==> src/rtl/game_timer_pkg.sv <==
// game_timer_pkg
//   Shared types and helpers for the BCD countdown timer.
//   - timer_state_t : controller states (IDLE, RUN, PAUSED, EXPIRED)
//   - bcd_t         : one BCD digit
//   - to_bcd        : constant conversion of a binary value to packed BCD
//                     (up to 8 digits, digit 0 in [3:0])
package game_timer_pkg;

  typedef enum logic [1:0] {
    IDLE    = 2'd0,
    RUN     = 2'd1,
    PAUSED  = 2'd2,
    EXPIRED = 2'd3
  } timer_state_t;

  typedef logic [3:0] bcd_t;

  localparam int unsigned BCD_MAX_DIGITS = 8;
  localparam int unsigned BONUS_SAT      = 255;

  function automatic logic [4*BCD_MAX_DIGITS-1:0] to_bcd(input int unsigned value);
    logic [4*BCD_MAX_DIGITS-1:0] r;
    int unsigned v;
    r = '0;
    v = value;
    for (int unsigned i = 0; i < BCD_MAX_DIGITS; i++) begin
      r[i*4 +: 4] = 4'(v % 10);
      v = v / 10;
    end
    return r;
  endfunction

endpackage

==> src/rtl/game_timer_digit.sv <==
// bcd_digit
//   One registered BCD digit of the timer count. Digits are chained:
//   a digit steps up when inc and carry_in are both high, and steps down
//   when dec and borrow_in are both high. carry_out/borrow_out ripple to
//   the next more significant digit.
// Ports:
//   clk        in  clock
//   load       in  synchronous load of load_val (highest priority)
//   load_val   in  value loaded on load
//   inc, dec   in  count-wide increment / decrement enables
//   carry_in   in  increment reaches this digit
//   borrow_in  in  decrement reaches this digit
//   digit      out current digit value
//   carry_out  out carry_in and this digit is 9
//   borrow_out out borrow_in and this digit is 0
//   wrap       out this digit wraps (9->0 or 0->9) on the coming edge
module bcd_digit
  import game_timer_pkg::*;
(
  input  logic clk,
  input  logic load,
  input  bcd_t load_val,
  input  logic inc,
  input  logic dec,
  input  logic carry_in,
  input  logic borrow_in,
  output bcd_t digit,
  output logic carry_out,
  output logic borrow_out,
  output logic wrap
);

  logic step_up;
  logic step_dn;
  logic is_nine;
  logic is_zero;

  assign is_nine    = (digit == 4'd9);
  assign is_zero    = (digit == 4'd0);
  assign step_up    = inc && carry_in;
  assign step_dn    = dec && borrow_in;
  assign carry_out  = carry_in && is_nine;
  assign borrow_out = borrow_in && is_zero;
  assign wrap       = (step_up && is_nine) || (step_dn && is_zero);

  always_ff @(posedge clk) begin
    if (load) begin
      digit <= load_val;
    end else if (step_up) begin
      digit <= is_nine ? 4'd0 : digit + 4'd1;
    end else if (step_dn) begin
      digit <= is_zero ? 4'd9 : digit - 4'd1;
    end
  end

endmodule

==> src/rtl/game_timer.sv <==
// game_timer
//   BCD countdown timer clocked by the video frame clock. Counts
//   START_VALUE down to zero once per second, supports pause and a
//   time-bonus add, and flags expiry.
//   Optional feature macro: TIMER_BONUS_EN (bonus path present when defined;
//   otherwise bonus_add is ignored and the count only decrements).
// Ports:
//   frame_clk     in   clock, one cycle per frame
//   Reset         in   synchronous active-high reset
//   game_restart  in   synchronous return to IDLE, count reloaded
//   start         in   begin counting from IDLE
//   pause         in   level, freezes counting while high
//   bonus_add     in   one-cycle request to add BONUS_SECS
//   digits_bcd    out  count as BCD, digit 0 (ones) in [3:0]
//   running       out  high in RUN
//   expired       out  high in EXPIRED
//   timeout_pulse out  one-cycle pulse, first cycle in EXPIRED
//   warn          out  count <= WARN_SECS while in RUN or PAUSED
module game_timer
  import game_timer_pkg::*;
#(
  parameter int unsigned NUM_DIGITS     = 2,
  parameter int unsigned START_VALUE    = 30,
  parameter int unsigned FRAMES_PER_SEC = 60,
  parameter int unsigned WARN_SECS      = 5,
  parameter int unsigned BONUS_SECS     = 10
) (
  input  logic                    frame_clk,
  input  logic                    Reset,
  input  logic                    game_restart,
  input  logic                    start,
  input  logic                    pause,
  input  logic                    bonus_add,
  output logic [4*NUM_DIGITS-1:0] digits_bcd,
  output logic                    running,
  output logic                    expired,
  output logic                    timeout_pulse,
  output logic                    warn
);

  localparam int unsigned CW        = 4 * NUM_DIGITS;
  localparam int unsigned MAX_COUNT = 10**NUM_DIGITS - 1;
  localparam int unsigned WARN_CLMP = (WARN_SECS > MAX_COUNT) ? MAX_COUNT : WARN_SECS;
  localparam int unsigned DIV_W     = (FRAMES_PER_SEC > 1) ? $clog2(FRAMES_PER_SEC) : 1;

  localparam logic [4*BCD_MAX_DIGITS-1:0] START_FULL = to_bcd(START_VALUE);
  localparam logic [4*BCD_MAX_DIGITS-1:0] WARN_FULL  = to_bcd(WARN_CLMP);
  localparam logic [CW-1:0]    START_BCD = START_FULL[CW-1:0];
  localparam logic [CW-1:0]    WARN_BCD  = WARN_FULL[CW-1:0];
  localparam logic [CW-1:0]    ONE_BCD   = CW'(1);
  localparam logic [DIV_W-1:0] DIV_LAST  = DIV_W'(FRAMES_PER_SEC - 1);

  timer_state_t state;
  timer_state_t state_next;

  logic [DIV_W-1:0]    divider;
  logic [CW-1:0]       count;
  logic [NUM_DIGITS:0] carry_chain;
  logic [NUM_DIGITS:0] borrow_chain;
  logic [NUM_DIGITS-1:0] wrap_unused;

  logic active;
  logic sec_tick;
  logic inc_req;
  logic do_inc;
  logic do_dec;
  logic at_max;
  logic is_zero;
  logic expire;
  logic load_count;
  logic pulse_q;

  assign active   = (state == RUN) || (state == PAUSED);
  assign sec_tick = (state == RUN) && (divider == DIV_LAST);

  // Chains are seeded at digit 0, so the top-digit outputs report
  // "all nines" and "all zeros" for the whole count.
  assign carry_chain[0]  = 1'b1;
  assign borrow_chain[0] = 1'b1;
  assign at_max          = carry_chain[NUM_DIGITS];
  assign is_zero         = borrow_chain[NUM_DIGITS];

  // An increment coinciding with a second tick cancels both; the pending
  // bonus still drains. Increments at all-nines are dropped.
  assign do_inc = inc_req && !sec_tick && !at_max;
  assign do_dec = sec_tick && !inc_req && !is_zero;
  assign expire = sec_tick && !inc_req && (is_zero || (count == ONE_BCD));

  assign load_count = Reset || game_restart;

  for (genvar i = 0; i < NUM_DIGITS; i++) begin : g_digit
    bcd_digit u_digit (
      .clk        (frame_clk),
      .load       (load_count),
      .load_val   (START_BCD[4*i +: 4]),
      .inc        (do_inc),
      .dec        (do_dec),
      .carry_in   (carry_chain[i]),
      .borrow_in  (borrow_chain[i]),
      .digit      (count[4*i +: 4]),
      .carry_out  (carry_chain[i+1]),
      .borrow_out (borrow_chain[i+1]),
      .wrap       (wrap_unused[i])
    );
  end

`ifdef TIMER_BONUS_EN
  logic [7:0] bonus_pending;
  logic [8:0] bonus_sum;
  logic [7:0] bonus_next;

  always_comb begin
    bonus_sum = {1'b0, bonus_pending};
    if (bonus_pending != 8'd0) begin
      bonus_sum = bonus_sum - 9'd1;
    end
    if (bonus_add) begin
      bonus_sum = bonus_sum + 9'(BONUS_SECS);
    end
    bonus_next = (bonus_sum > 9'(BONUS_SAT)) ? 8'(BONUS_SAT) : bonus_sum[7:0];
  end

  always_ff @(posedge frame_clk) begin
    if (Reset || game_restart || expire) begin
      bonus_pending <= '0;
    end else if (active) begin
      bonus_pending <= bonus_next;
    end
  end

  assign inc_req = active && (bonus_pending != 8'd0);
`else
  logic [8:0] unused_bonus;
  assign unused_bonus = {bonus_add, 8'(BONUS_SECS)};
  assign inc_req      = 1'b0;
`endif

  always_comb begin
    state_next = state;
    if (game_restart) begin
      state_next = IDLE;
    end else begin
      unique case (state)
        IDLE:    if (start) state_next = RUN;
        RUN: begin
          if (expire)     state_next = EXPIRED;
          else if (pause) state_next = PAUSED;
        end
        PAUSED:  if (!pause) state_next = RUN;
        EXPIRED: state_next = EXPIRED;
        default: state_next = IDLE;
      endcase
    end
  end

  always_ff @(posedge frame_clk) begin
    if (Reset) begin
      state <= IDLE;
    end else begin
      state <= state_next;
    end
  end

  // Divider only advances in RUN; PAUSED keeps it so the partial second
  // resumes where it left off.
  always_ff @(posedge frame_clk) begin
    if (Reset || game_restart) begin
      divider <= '0;
    end else if (state == RUN) begin
      divider <= sec_tick ? '0 : divider + 1'b1;
    end else if (state == IDLE) begin
      divider <= '0;
    end
  end

  always_ff @(posedge frame_clk) begin
    if (Reset || game_restart) begin
      pulse_q <= 1'b0;
    end else begin
      pulse_q <= expire;
    end
  end

  // BCD packed vectors order the same as their decimal values.
  assign digits_bcd    = count;
  assign running       = (state == RUN);
  assign expired       = (state == EXPIRED);
  assign timeout_pulse = pulse_q;
  assign warn          = active && (count <= WARN_BCD);

endmodule

==> config.mk <==
export PLATFORM = sky130hd
export DESIGN_NAME = game_timer
export DESIGN_NICKNAME = d
export VERILOG_FILES = /design/src/rtl/game_timer_pkg.sv /design/src/rtl/game_timer_digit.sv /design/src/rtl/game_timer.sv
export SDC_FILE = /design/constraint.sdc
export NUM_CORES = 1
export LEC_CHECK = 0
export ABC_AREA = 1
export BUFFER_PORTS_ARGS = -buffer_cell sky130_fd_sc_hd__buf_2
export CAP_MARGIN = 20
export CORE_UTILIZATION = 50
export DETAILED_ROUTE_END_ITERATION = 10
export GPL_TIMING_DRIVEN = 0
export MAX_ROUTING_LAYER = met4
export PLACE_DENSITY = 0.79
export SLEW_MARGIN = 20
export SYNTH_ARGS = -nofsm -noshare
export SYNTH_HDL_FRONTEND = slang
export SYNTH_SLANG_ARGS = --single-unit
==> constraint.sdc <==
create_clock -name frame_clk -period 1.7 [get_ports frame_clk]
set_clock_uncertainty 0.05 [all_clocks]
set_input_delay 0.17 -clock frame_clk [delete_from_list [all_inputs] [get_ports frame_clk]]
set_output_delay 0.17 -clock frame_clk [all_outputs]
set_load 0.02 [all_outputs]
# Word-level counts from Yosys, hierarchy flattened
# Index checks and enable logic that the tools add are counted.
word_totals:
  regBits: 17
  input_bits: 6
  elab_cells: 43
op_classes:
  addsub: 3
  n_lt_le_gt_ge: 1
  eq_ne: 8
  n_mux: 10
  n_reduce_logical: 16
op_table:
  columns: ["op", "n"]
  rows:
  - ["$mux W6", 3]
  - ["$eq A8 B1 Y1 const B", 1]
  - ["$le A8 B3 Y1 const B", 1]
  - ["$logic_not A4 Y1", 2]
  - ["$mux W2", 4]
  - ["$mux W4", 2]
  - ["$pmux W2 S4", 1]
  - ["$sub A4 B1 Y4 const B", 2]
  - ["$add A6 B1 Y6 const B", 1]
  - ["$eq A6 B6 Y1 const B", 1]
  - ["$logic_and A1 B1 Y1", 6]
  - ["$eq A2 B2 Y1 const B", 2]
  - ["$ne A2 B2 Y1 const B", 2]
  - ["$logic_or A1 B1 Y1", 3]
  - ["$ne A3 B2 Y1 const B", 1]
  - ["$reduce_and A3 Y1", 1]
  - ["$eq A2 B1 Y1 const B", 1]
  - ["$logic_not A2 Y1", 1]
  - ["$reduce_bool A2 Y1", 1]
  - ["$reduce_or A2 Y1", 1]
  - ["$logic_not A1 Y1", 1]

# Logic depth before layout (Yosys ltp)
logic_depth:
  depth_word: 6
  ltp_mapped: 9

# Hierarchy
# Synthesis repeated with hierarchy kept, for this count alone.
unflattened:
  hier_cells: 211
  hier_area_um2: 1291.2
by_module_without_submodules:
  columns: ["mod", "instances", "cells_each", "area_each_um2", "seq_area_each_um2"]
  rows:
  - ["bcd_digit", 2, 60, 349.1, 120.1]
  - ["game_timer", 1, 91, 593.1, 180.2]

# Worst setup path before layout
# No wires, ideal clock.
synth_timing:
  path_kind: "reg-to-reg"
  from: "reg state[1]"
  to: "reg state[0]"
  setup_ns: 0.115
  arrival_time_ns: 1.353
  slack_ns: 0.182
  stages_incl_launch_ff: 9
  path_buffers: 1
  path_cell_list: "dfxtp_1 inv_1 ha_1 buf_2 inv_1 nor2_1 nand2_2 a21oi_1 nor2_1"
synth_via:
  elab_chain_cells: 5
  word_cells_on_any_way: 12
  cone_classes: "eq/ne: 6; mux: 2; reduce/logical: 4"
synth_lines:
  columns: ["element", "line", "source"]
  rows:
  - ["start: declaration", "game_timer.sv:53", "timer_state_t state;"]
  - ["start signal: assignment", "game_timer.sv:160", "state <= state_next;"]
  - ["$eq A2 B1 Y1 (*)", null, null]
  - ["net running", "game_timer.sv:35", "output logic running,"]
  - ["$logic_and A1 B1 Y1", "game_timer.sv:74", "assign sec_tick = (state == RUN) && (divider == DIV_LAST);"]
  - ["$logic_and A1 B1 Y1", "game_timer.sv:87", "assign expire = sec_tick && !inc_req && (is_zero || (count == ONE_BCD));"]
  - ["$mux W2 or $ne A3 B2 Y1 (tied branches)", null, null]
  - ["$pmux W2 S4 or $reduce_and A3 Y1 (tied branches)", null, null]
# Mark *: on every way through the listed nets, which the timed path passes. The rest lies on a longest branch.
# A chain may end at the register's enable or synchronous reset.

# Final worst setup path
layout_timing:
  from: "reg state[0]"
  to: "out warn"
layout_via:
  elab_chain_cells: 3
  word_cells_on_any_way: 4
  cone_classes: "eq/ne: 2; reduce/logical: 2"
layout_lines:
  columns: ["element", "line", "source"]
  rows:
  - ["$eq A2 B1 Y1 or $eq A2 B2 Y1 (tied branches)", "game_timer.sv:73", "assign active = (state == RUN) || (state == PAUSED);"]
  - ["$logic_or A1 B1 Y1 (*)", "game_timer.sv:73", null]
  - ["$logic_and A1 B1 Y1 (*)", "game_timer.sv:189", "assign warn = active && (count <= WARN_BCD);"]
  - ["end: declaration", "game_timer.sv:38", "output logic warn"]
# Every way passes the cells marked *; elsewhere a longest branch is shown, timed or not.

==> metrics.txt <==
H-tree depth=1; ys async rst share=0%; Final period util=93.7%; Tot Pwr=0.698 mW; DRC Markers=0; length of routed wiring on met1=905 um; DRT iter0 DRCs=19; drt via density=4.98; core area=1960 um^2; share of post-route cells with drive strength above 1=30.3%; IO Pins=18; worst path required time=1.48 ns; warnings from Yosys=0; Root Buffer=clkbuf_4; Max Used Layer=met4; max_slew headroom=69.0%; Final Core Density=60.1%; VDD IR max=0.000485 V; clock period minus worst slack=1.59 ns; Final setup viols=0; antenna cells=0; final wirelength=2060 um; number of synthesized flops with an enable pin=0; Mapped Cells=135; Synth-to-Final Area Change=13.9%; worst slack at placement=0.193 ns; WL/cell=11.3 um; gr usage total=21.9%; Post-synth top flop=dfxtp_1; final setup TNS=0 ns; CTS buffer count=3; reg2reg end=g_digit[1].u_digit.digit[1]; DIE AREA=2260 um^2; CP arrival=1.37 ns; fillcell total=218; R2R Path Start=divider[0]; Starting Density=52.8%; power per cell area=592 nW/um^2; Hold Vio Cnt, Final=0; die height=47.5 um; Sequential Power Share=58.4%; switching share of total power=26.3%; reg2reg path depth=8; fin. max-slew vios=0; Comb power frac=9.8%; P_leak=0.539 nW; startpoint types=flip-flop; Met2 Wirelength=1080 um; clock sink count=17; switching pwr=0.183 mW; global-route wire length before repair=3360 um; final setup margin=0.107 ns; Worst-Margin Slew=0.463 ns; nets=167; clk_lat worst skew=0.30 ns; Clock Path Buffers=2; global route overflow=0; Worst Setup End Kind=output port; initial antenna violation count=0; synthesis-stage register bit count=17; CTS clk-pin slew, worst paths=0.10 ns; via count=906; library cells used by synthesis=25; largest net degree at the start of global routing=11; most frequent cells in the layout=26 x nand2_1, 18 x buf_2, 16 x inv_1; Row Count=16; HP Start=Reset; RSZ-0062 raised after global routing=no; Seq/Total Area, Yosys=32.9%; die width=47.5 um; Fmax achieved=628 MHz; Hold EP=g_digit[1].u_digit.digit[3]; ANT nets after route=0; outcome=finished, final reports clean; Mapped Area=1040 um^2; CP Max Fanout=4; max cap viols=0; total iterations of the first detailed-routing run=4; syn_area_per_cell=7.67 um^2; Reg2Reg Setup Slack=0.20 ns; Worst Hold Class=in2reg; most common cell after layout, fill and taps aside=nand2_1; Post-Syn Nets=146; Clk pwr share=31.8%; HPWL after detailed placement=1620 um; hold depth=4; Port Buffers=16; Placer Congestion=0.812; TritonCTS clock tree=done; met3 routed WL=57 um; Crit Path Category=reg2out; internal power=0.515 mW; vias in the first global route=832
## cells in the mapped netlist (3+ instances only)
cell type	number	share of area (%)
o21ai_0	4	1.9
ha_1	5	6.0
inv_1	16	5.8
nand2_2	5	3.0
a21oi_1	12	5.8
nor2_1	15	5.4
nand4_1	3	1.8
xor2_1	5	4.2
nor2_2	4	2.4
nand3_1	4	1.9
nand2_1	26	9.4
nand3_2	3	2.9
dfxtp_1	17	33
## per-stage QoR
stage | cell area, um^2 | hold slack, ns | instances
2_1_floorplan | 1040 | 0.314 | 135
3_3_place_gp | 1150 | 0.405 | 178
3_5_place_dp | 1150 | 0.417 | 178
4_1_cts | 1180 | 0.136 | 182
5_1_grt | 1180 | 0.168 | 182
6_report | 1180 | 0.145 | 182
## routing by layer
layer / vias up / global-route usage (%)
li1: 473 / -
met1: 420 / 22.8
met2: 10 / 39.7
met3: 3 / 6.79
met4: 0 / 5.14
met5: - / -
## what timing repair did
| action | in CTS | in global routing |
|---|---|---|
| buffers inserted | 0 | 0 |
| endpoints found under the setup margin | 0 | 1 |
| hold buffers | 0 | 0 |
| gates resized for setup | 0 | 2 |
## power by group through the flow
stage                     Clock (mW)  Sequential (mW)  Combinational (mW)
after global placement             0            0.415              0.0663
after global routing           0.241            0.408              0.0772
after floorplan                    0            0.415              0.0505
final                          0.222            0.408              0.0687
after CTS                      0.229            0.407              0.0691
after detailed placement           0            0.416              0.0691
## critical path, cell delays in order (launching register included)
cell and delay [ns]:
dfxtp_2 0.38, inv_1 0.07, ha_1 0.28, o211ai_1 0.08
nor2_1 0.10, buf_2 0.17
## sequential cells by signal, summed over array words and instances (netlist names)
name and count:
divider 6, g_digit.u_digit.digit 8, state 2, timeout_pulse 1
## worst max-delay path by stage
| stage | startpoint | to | slack [ns] | depth (start not counted) |
|---|---|---|---|---|
| global placement | divider[0] | g_digit[1].u_digit.digit[1] | 0.23 | 8 |
| global route | state[0] | warn | 0.02 | 5 |
| finish | state[0] | warn | 0.11 | 5 |
| floorplan | state[1] | state[0] | 0.18 | 8 |
| detailed placement | divider[0] | g_digit[1].u_digit.digit[1] | 0.19 | 8 |
| CTS | state[0] | warn | 0.04 | 5 |
## kinds of logic after synthesis
family	after synthesis	share of synthesized area, %
AOI/OAI and AO/OA	21	11.8
xor gates and xnor gates	5	4.23
adders and majority gates	5	6.04
buffers and inverters	19	7.13
DFF	17	32.9
and+or+nand+nor	68	37.9
## layout make-up
cell class | instances | area (um^2) | share of cell area (%)
buffer | 2 | 10.0 | 0.848
clock buffer | 3 | 22.5 | 1.91
clock inverter | 1 | 5.00 | 0.424
inverter | 17 | 63.8 | 5.41
multi-input combinational | 99 | 622 | 52.7
sequential | 17 | 343 | 29.1
tap | 27 | 33.8 | 2.86
timing repair buffer | 16 | 80.1 | 6.79
(Power assumes the default switching activity.)
